File: src/rtl/unidad_control_if.sv
// Signal bundle between the Booth control unit and its datapath/harness.
//
// Start/finish handshake: the harness raises inicio (level) and the unit
// accepts it only from REPOSO, answering with ocupado=1 for the whole
// operation. When the product is valid fin rises and stays high for as long
// as inicio stays high; the harness drops inicio to acknowledge, and the
// unit returns to REPOSO one cycle later. A new operation needs a fresh
// rise of inicio after that point. Changes of inicio while ocupado=1 have
// no effect.
interface unidad_control_if;
    logic inicio;
    logic q0;
    logic qm1;
    logic carga_ini;
    logic carga_a;
    logic resta;
    logic desplaza;
    logic ocupado;
    logic fin;

    // Harness / datapath side
    modport master (
        output inicio, q0, qm1,
        input  carga_ini, carga_a, resta, desplaza, ocupado, fin
    );

    // Control unit side
    modport slave (
        input  inicio, q0, qm1,
        output carga_ini, carga_a, resta, desplaza, ocupado, fin
    );
endinterface

File: src/rtl/unidad_control.sv
// Moore control unit sequencing a Booth multiplier datapath for N iterations.
// All commands are decoded from the state register alone, so they are stable
// for the whole cycle and the datapath acts on the edge that ends it.
module unidad_control #(
    parameter int N = 3
) (
    input  logic                     clk,
    input  logic                     reset,
    unidad_control_if.slave          ctl,
    output logic [2:0]               estado_dbg,
    output logic [$clog2(N+1)-1:0]   cnt_dbg
);
    localparam int CW = $clog2(N + 1);
    localparam logic [CW-1:0] CNT_N   = CW'(N);
    localparam logic [CW-1:0] CNT_ONE = CW'(1);

    typedef enum logic [2:0] {
        S_REPOSO   = 3'd0,
        S_CARGA    = 3'd1,
        S_EVALUA   = 3'd2,
        S_SUMA     = 3'd3,
        S_RESTA    = 3'd4,
        S_DESPLAZA = 3'd5,
        S_FIN      = 3'd6
    } estado_t;

    estado_t        estado, estado_sig;
    logic [CW-1:0]  cnt;

    assign estado_dbg = estado;
    assign cnt_dbg    = cnt;

    // State register; reset drops to REPOSO without waiting for a clock.
    always_ff @(posedge clk or negedge reset) begin
        if (!reset) estado <= S_REPOSO;
        else        estado <= estado_sig;
    end

    // Iteration counter: loaded in CARGA, counts down once per shift only.
    always_ff @(posedge clk or negedge reset) begin
        if (!reset) begin
            cnt <= '0;
        end else begin
            case (estado)
                S_CARGA:    cnt <= CNT_N;
                S_DESPLAZA: cnt <= cnt - CNT_ONE;
                default:    cnt <= cnt;
            endcase
        end
    end

    // Next-state logic; Booth bits are only looked at in EVALUA.
    always_comb begin
        estado_sig = estado;
        case (estado)
            S_REPOSO:   if (ctl.inicio) estado_sig = S_CARGA;
            S_CARGA:    estado_sig = S_EVALUA;
            S_EVALUA: begin
                case ({ctl.q0, ctl.qm1})
                    2'b10:   estado_sig = S_RESTA;
                    2'b01:   estado_sig = S_SUMA;
                    default: estado_sig = S_DESPLAZA;
                endcase
            end
            S_SUMA:     estado_sig = S_DESPLAZA;
            S_RESTA:    estado_sig = S_DESPLAZA;
            S_DESPLAZA: estado_sig = (cnt == CNT_ONE) ? S_FIN : S_EVALUA;
            S_FIN:      if (!ctl.inicio) estado_sig = S_REPOSO;
            default:    estado_sig = S_REPOSO;
        endcase
    end

    // Output decode from the state register only (Moore).
    always_comb begin
        ctl.carga_ini = 1'b0;
        ctl.carga_a   = 1'b0;
        ctl.resta     = 1'b0;
        ctl.desplaza  = 1'b0;
        ctl.ocupado   = 1'b0;
        ctl.fin       = 1'b0;
        case (estado)
            S_CARGA: begin
                ctl.carga_ini = 1'b1;
                ctl.ocupado   = 1'b1;
            end
            S_EVALUA: ctl.ocupado = 1'b1;
            S_SUMA: begin
                ctl.carga_a = 1'b1;
                ctl.ocupado = 1'b1;
            end
            S_RESTA: begin
                ctl.carga_a = 1'b1;
                ctl.resta   = 1'b1;
                ctl.ocupado = 1'b1;
            end
            S_DESPLAZA: begin
                ctl.desplaza = 1'b1;
                ctl.ocupado  = 1'b1;
            end
            S_FIN:   ctl.fin = 1'b1;
            default: ;
        endcase
    end
endmodule

File: src/flat_wrapper.sv
// flat-port wrapper written by rule: the top's interface ports become plain ports
module unidad_control_flat 
#(
    parameter int N = 3
)
  (clk, reset, estado_dbg, cnt_dbg, ctl_inicio, ctl_q0, ctl_qm1, ctl_carga_ini, ctl_carga_a, ctl_resta, ctl_desplaza, ctl_ocupado, ctl_fin);
  unidad_control_if ctl_i ();
  input  logic clk;
  input  logic reset;
  output logic [2:0] estado_dbg;
  output logic [$clog2(N+1)-1:0] cnt_dbg;
  input wire logic [$bits(ctl_i.inicio)-1:0] ctl_inicio;
  input wire logic [$bits(ctl_i.q0)-1:0] ctl_q0;
  input wire logic [$bits(ctl_i.qm1)-1:0] ctl_qm1;
  output wire logic [$bits(ctl_i.carga_ini)-1:0] ctl_carga_ini;
  output wire logic [$bits(ctl_i.carga_a)-1:0] ctl_carga_a;
  output wire logic [$bits(ctl_i.resta)-1:0] ctl_resta;
  output wire logic [$bits(ctl_i.desplaza)-1:0] ctl_desplaza;
  output wire logic [$bits(ctl_i.ocupado)-1:0] ctl_ocupado;
  output wire logic [$bits(ctl_i.fin)-1:0] ctl_fin;
  assign ctl_i.inicio = ctl_inicio;
  assign ctl_i.q0 = ctl_q0;
  assign ctl_i.qm1 = ctl_qm1;
  assign ctl_carga_ini = ctl_i.carga_ini;
  assign ctl_carga_a = ctl_i.carga_a;
  assign ctl_resta = ctl_i.resta;
  assign ctl_desplaza = ctl_i.desplaza;
  assign ctl_ocupado = ctl_i.ocupado;
  assign ctl_fin = ctl_i.fin;
  unidad_control #(.N(N)) u_core (.clk(clk), .reset(reset), .ctl(ctl_i), .estado_dbg(estado_dbg), .cnt_dbg(cnt_dbg));
endmodule
File: config.mk
export PLATFORM = sky130hd
export DESIGN_NAME = unidad_control_flat
export DESIGN_NICKNAME = d
export VERILOG_FILES = /design/src/rtl/unidad_control_if.sv /design/src/rtl/unidad_control.sv /design/src/flat_wrapper.sv
export SDC_FILE = /design/constraint.sdc
export NUM_CORES = 1
export LEC_CHECK = 0
export ABC_AREA = 1
export ABC_CLOCK_PERIOD_IN_PS = 1480
export CORE_AREA = 5 5 42 44
export DETAILED_ROUTE_END_ITERATION = 8
export DIE_AREA = 0 0 47 49
export GPL_ROUTABILITY_DRIVEN = 0
export PLACE_DENSITY = 0.64
export SKIP_LAST_GASP = 1
export SLEW_MARGIN = 20
export SYNTH_ARGS = -nofsm -noshare
export SYNTH_HDL_FRONTEND = slang
export SYNTH_SLANG_ARGS = --single-unit
File: constraint.sdc
create_clock -name clk -period 1.48 [get_ports clk]
set_input_delay 0.296 -clock clk [delete_from_list [all_inputs] [get_ports clk]]
set_output_delay 0.296 -clock clk [all_outputs]
set_load 0.005 [all_outputs]
==> metrics.txt <==
outcome=finished clean; final setup vio count=0; Crit. Startpoint=u_core.estado_dbg[1]; initial antenna violation count=0; EDFF count, synth=0; Placement Rows=14; sw frac=36.8%; Int Power=0.892 mW; clk sink count=5; Final Slew Violations=0; CP top delay family=buffers and inverters; Synth top cells by count=nand2_1, inv_1, dfrtp_1, nor2_1, nand3_1; ANT cells=0; most used cell, CP=buf_4; worst reg-to-reg path cell count=8; Placed Cells=81; Clock Root Buffer=clkbuf_4; final core occ=46.6%; Multi-input gate area=170 sq um; All-Layer GR Usage=9.98%; Starting Density=22.1%; CP Launch Type=register; switching power=0.520 mW; Reg power frac=18.5%; Setup WS pre-CTS=-113 ps; largest net degree at the start of global routing=6; CTS tree=yes; Final Hold Fails=0; Longest Clk Path Bufs=2; slew margin rel.=85.8%; Crit. End Element=output pin; Crit-path slowest cell=dfrtp_2; Post-DP HPWL=669 um; VDD IR max=0.720 mV; clock buffer count from CTS=3; Vias=406; Post-Syn Nets=49; CTS H-tree depth=1; number of library cell types mapped by synthesis=13; Combinational Power Share=70.6%; post-route cell area=653 sq um; Synth Cell Area=309 sq um; Reg clk slew, reported paths=40 ps; PortBufs=15; worst slew pin tran=213 ps; Synth Flop Type=dfrtp_1; DP Area=534 sq um; Area Overhead vs Synth=111%; worst reg-to-reg setup slack=120 ps; Post-CTS Hold Buffers=0; first-pass GRT wire length=1650 um; antenna-violating nets left=0; FF/Latch Area=128 sq um; drt wl/cell=9.89 um; Max Fanout on Critical Path=3; Avg Cell Area, Syn=7.19 sq um; Static Leak=0.355 nW; post-synthesis instance total=43; Die Wd=47 um; Avg Vias per Cell=4.23; slowest stage delay, CP=410 ps; # Max-Cap Violations=0; Worst R2R Start=u_core.estado_dbg[0]; # fillers=149; critical path required time=1180 ps; Clk pwr share=10.9%; clk_skew=0.218 ps; vias in the first global route=424; proportion of netlist area held by the largest area contributor=40.5%; most common cell in the synthesized netlist=nand2_1; final worst path period share=98.4%; die height=49 um; worst hold path type=in -> async; Synth area leaders=dfrtp_1, nand2_1, inv_1, nand3_1, nand4_1; leading area contributor after synthesis=dfrtp_1; pwr/cell area=2160 nW/um^2; Pre-antenna DRT Iters=4; Synth async-reset ratio=100%; PnR worst setup slack=24.0 ps; WL final=949 um; Fmax=687 MHz; synthesized flop and latch total=5; clk_lat worst skew=240 ps; RSZ-0062 raised after global routing=true; Worst R2R End=u_core.estado_dbg[2]; Crit Path Category=reg -> out; IO Pins=16; critical-path cell list=buf_4 > buf_4 > dlygate4sd2_1; crit path DAT=1160 ps; worst path bufs/invs=3; sequential fraction of the synthesis area=40.5%; GR Overflow Total=0; Initial DRC Count=2; nets@finish=87; setup_tns=0 ps; drt drc=0; share of cells above drive strength 1=48.8%; die area=2300 sq um; fin cells=96; core area=1400 sq um; Synth warnings=0; post-layout minimum cycle time=1460 ps
-- metal layers --
metal  part of all wire [%]  track usage [%]  vias up
met5                      0                0        -
met1                     39             12.9      182
met3                    4.8            0.369        2
li1                       -                -      212
met2                     54             14.5       10
met4                    1.5             8.29        0
-- state kept, by name (all words and copies together) (netlist names) --
register and flops:
u_core.cnt_dbg 2, u_core.estado_dbg 3
-- layout make-up --
type                       instances  share of cell area, %
sequential                         5                   19.5
clock buffer                       4                   4.02
timing repair buffer              34                   42.3
inverter                           8                   4.98
multi-input combinational         29                   26.1
tap                               16                   3.07
-- repair_timing --
item / in CTS / in global routing
pin swaps: 2 / 3
endpoints found under the setup margin: 9 / 8
gates resized for setup: 21 / 19
setup buffers: 10 / 2
-- kinds of logic (layout without fill, tap and decap cells) --
group | after synthesis | after routing | synth area share, %
compound gates | 5 | 5 | 8.91
fa+ha+maj | 1 | 1 | 4.05
buf+inv | 9 | 46 | 11.3
flops | 5 | 5 | 40.5
simple gates | 23 | 23 | 35.2
-- cells in the final DEF (no fill, tap or decap) --
cell type	count
buf_2	1
buf_6	4
inv_2	1
clkbuf_2	4
clkbuf_4	3
inv_1	6
dfrtp_1	3
buf_4	16
nand4_1	3
ha_1	1
clkbuf_1	1
a21boi_2	1
nor2_4	2
o21ai_0	2
a21oi_1	2
nand2_2	3
dfrtp_2	2
dlygate4sd2_1	3
nor2_1	5
nand3_2	1
inv_4	1
clkdlybuf4s50_1	6
nand3_1	3
nand2_1	6
-- through the flow --
| stage | hold slack (ps) | power (mW) |
|---|---|---|
| floorplan | 0.409 | 0.547 |
| global placement | 515 | 1.01 |
| detailed placement | 523 | 1.02 |
| CTS | 273 | 1.33 |
| global route | 270 | 1.55 |
| finish | 272 | 1.41 |
-- worst register-to-register path: stages (launching register included) --
cell,delay [ps]
dfrtp_2,450
buf_6,140
nand3_1,90
nand2_2,70
buf_4,130
buf_4,120
buf_4,110
inv_1,60
nand4_1,80
-- how the worst max path moves through the flow --
stage / end / slack, ps / cells past startpoint
2_1_floorplan: ctl_carga_a / 370 / 4
3_3_place_gp: ctl_ocupado / -110 / 3
3_5_place_dp: ctl_ocupado / -110 / 3
4_1_cts: ctl_ocupado / -170 / 4
5_1_grt: ctl_ocupado / -20 / 4
6_report: estado_dbg[1] / 20 / 3
-- power groups by stage --
stage / Combinational (mW) / Sequential, mW / Clock, mW
after floorplan: 0.281 / 0.266 / 0
after global placement: 0.723 / 0.286 / 0
after detailed placement: 0.725 / 0.296 / 0
after CTS: 0.916 / 0.261 / 0.157
after global routing: 1.11 / 0.270 / 0.177
final: 0.997 / 0.261 / 0.154
(Power assumes the default switching activity.)
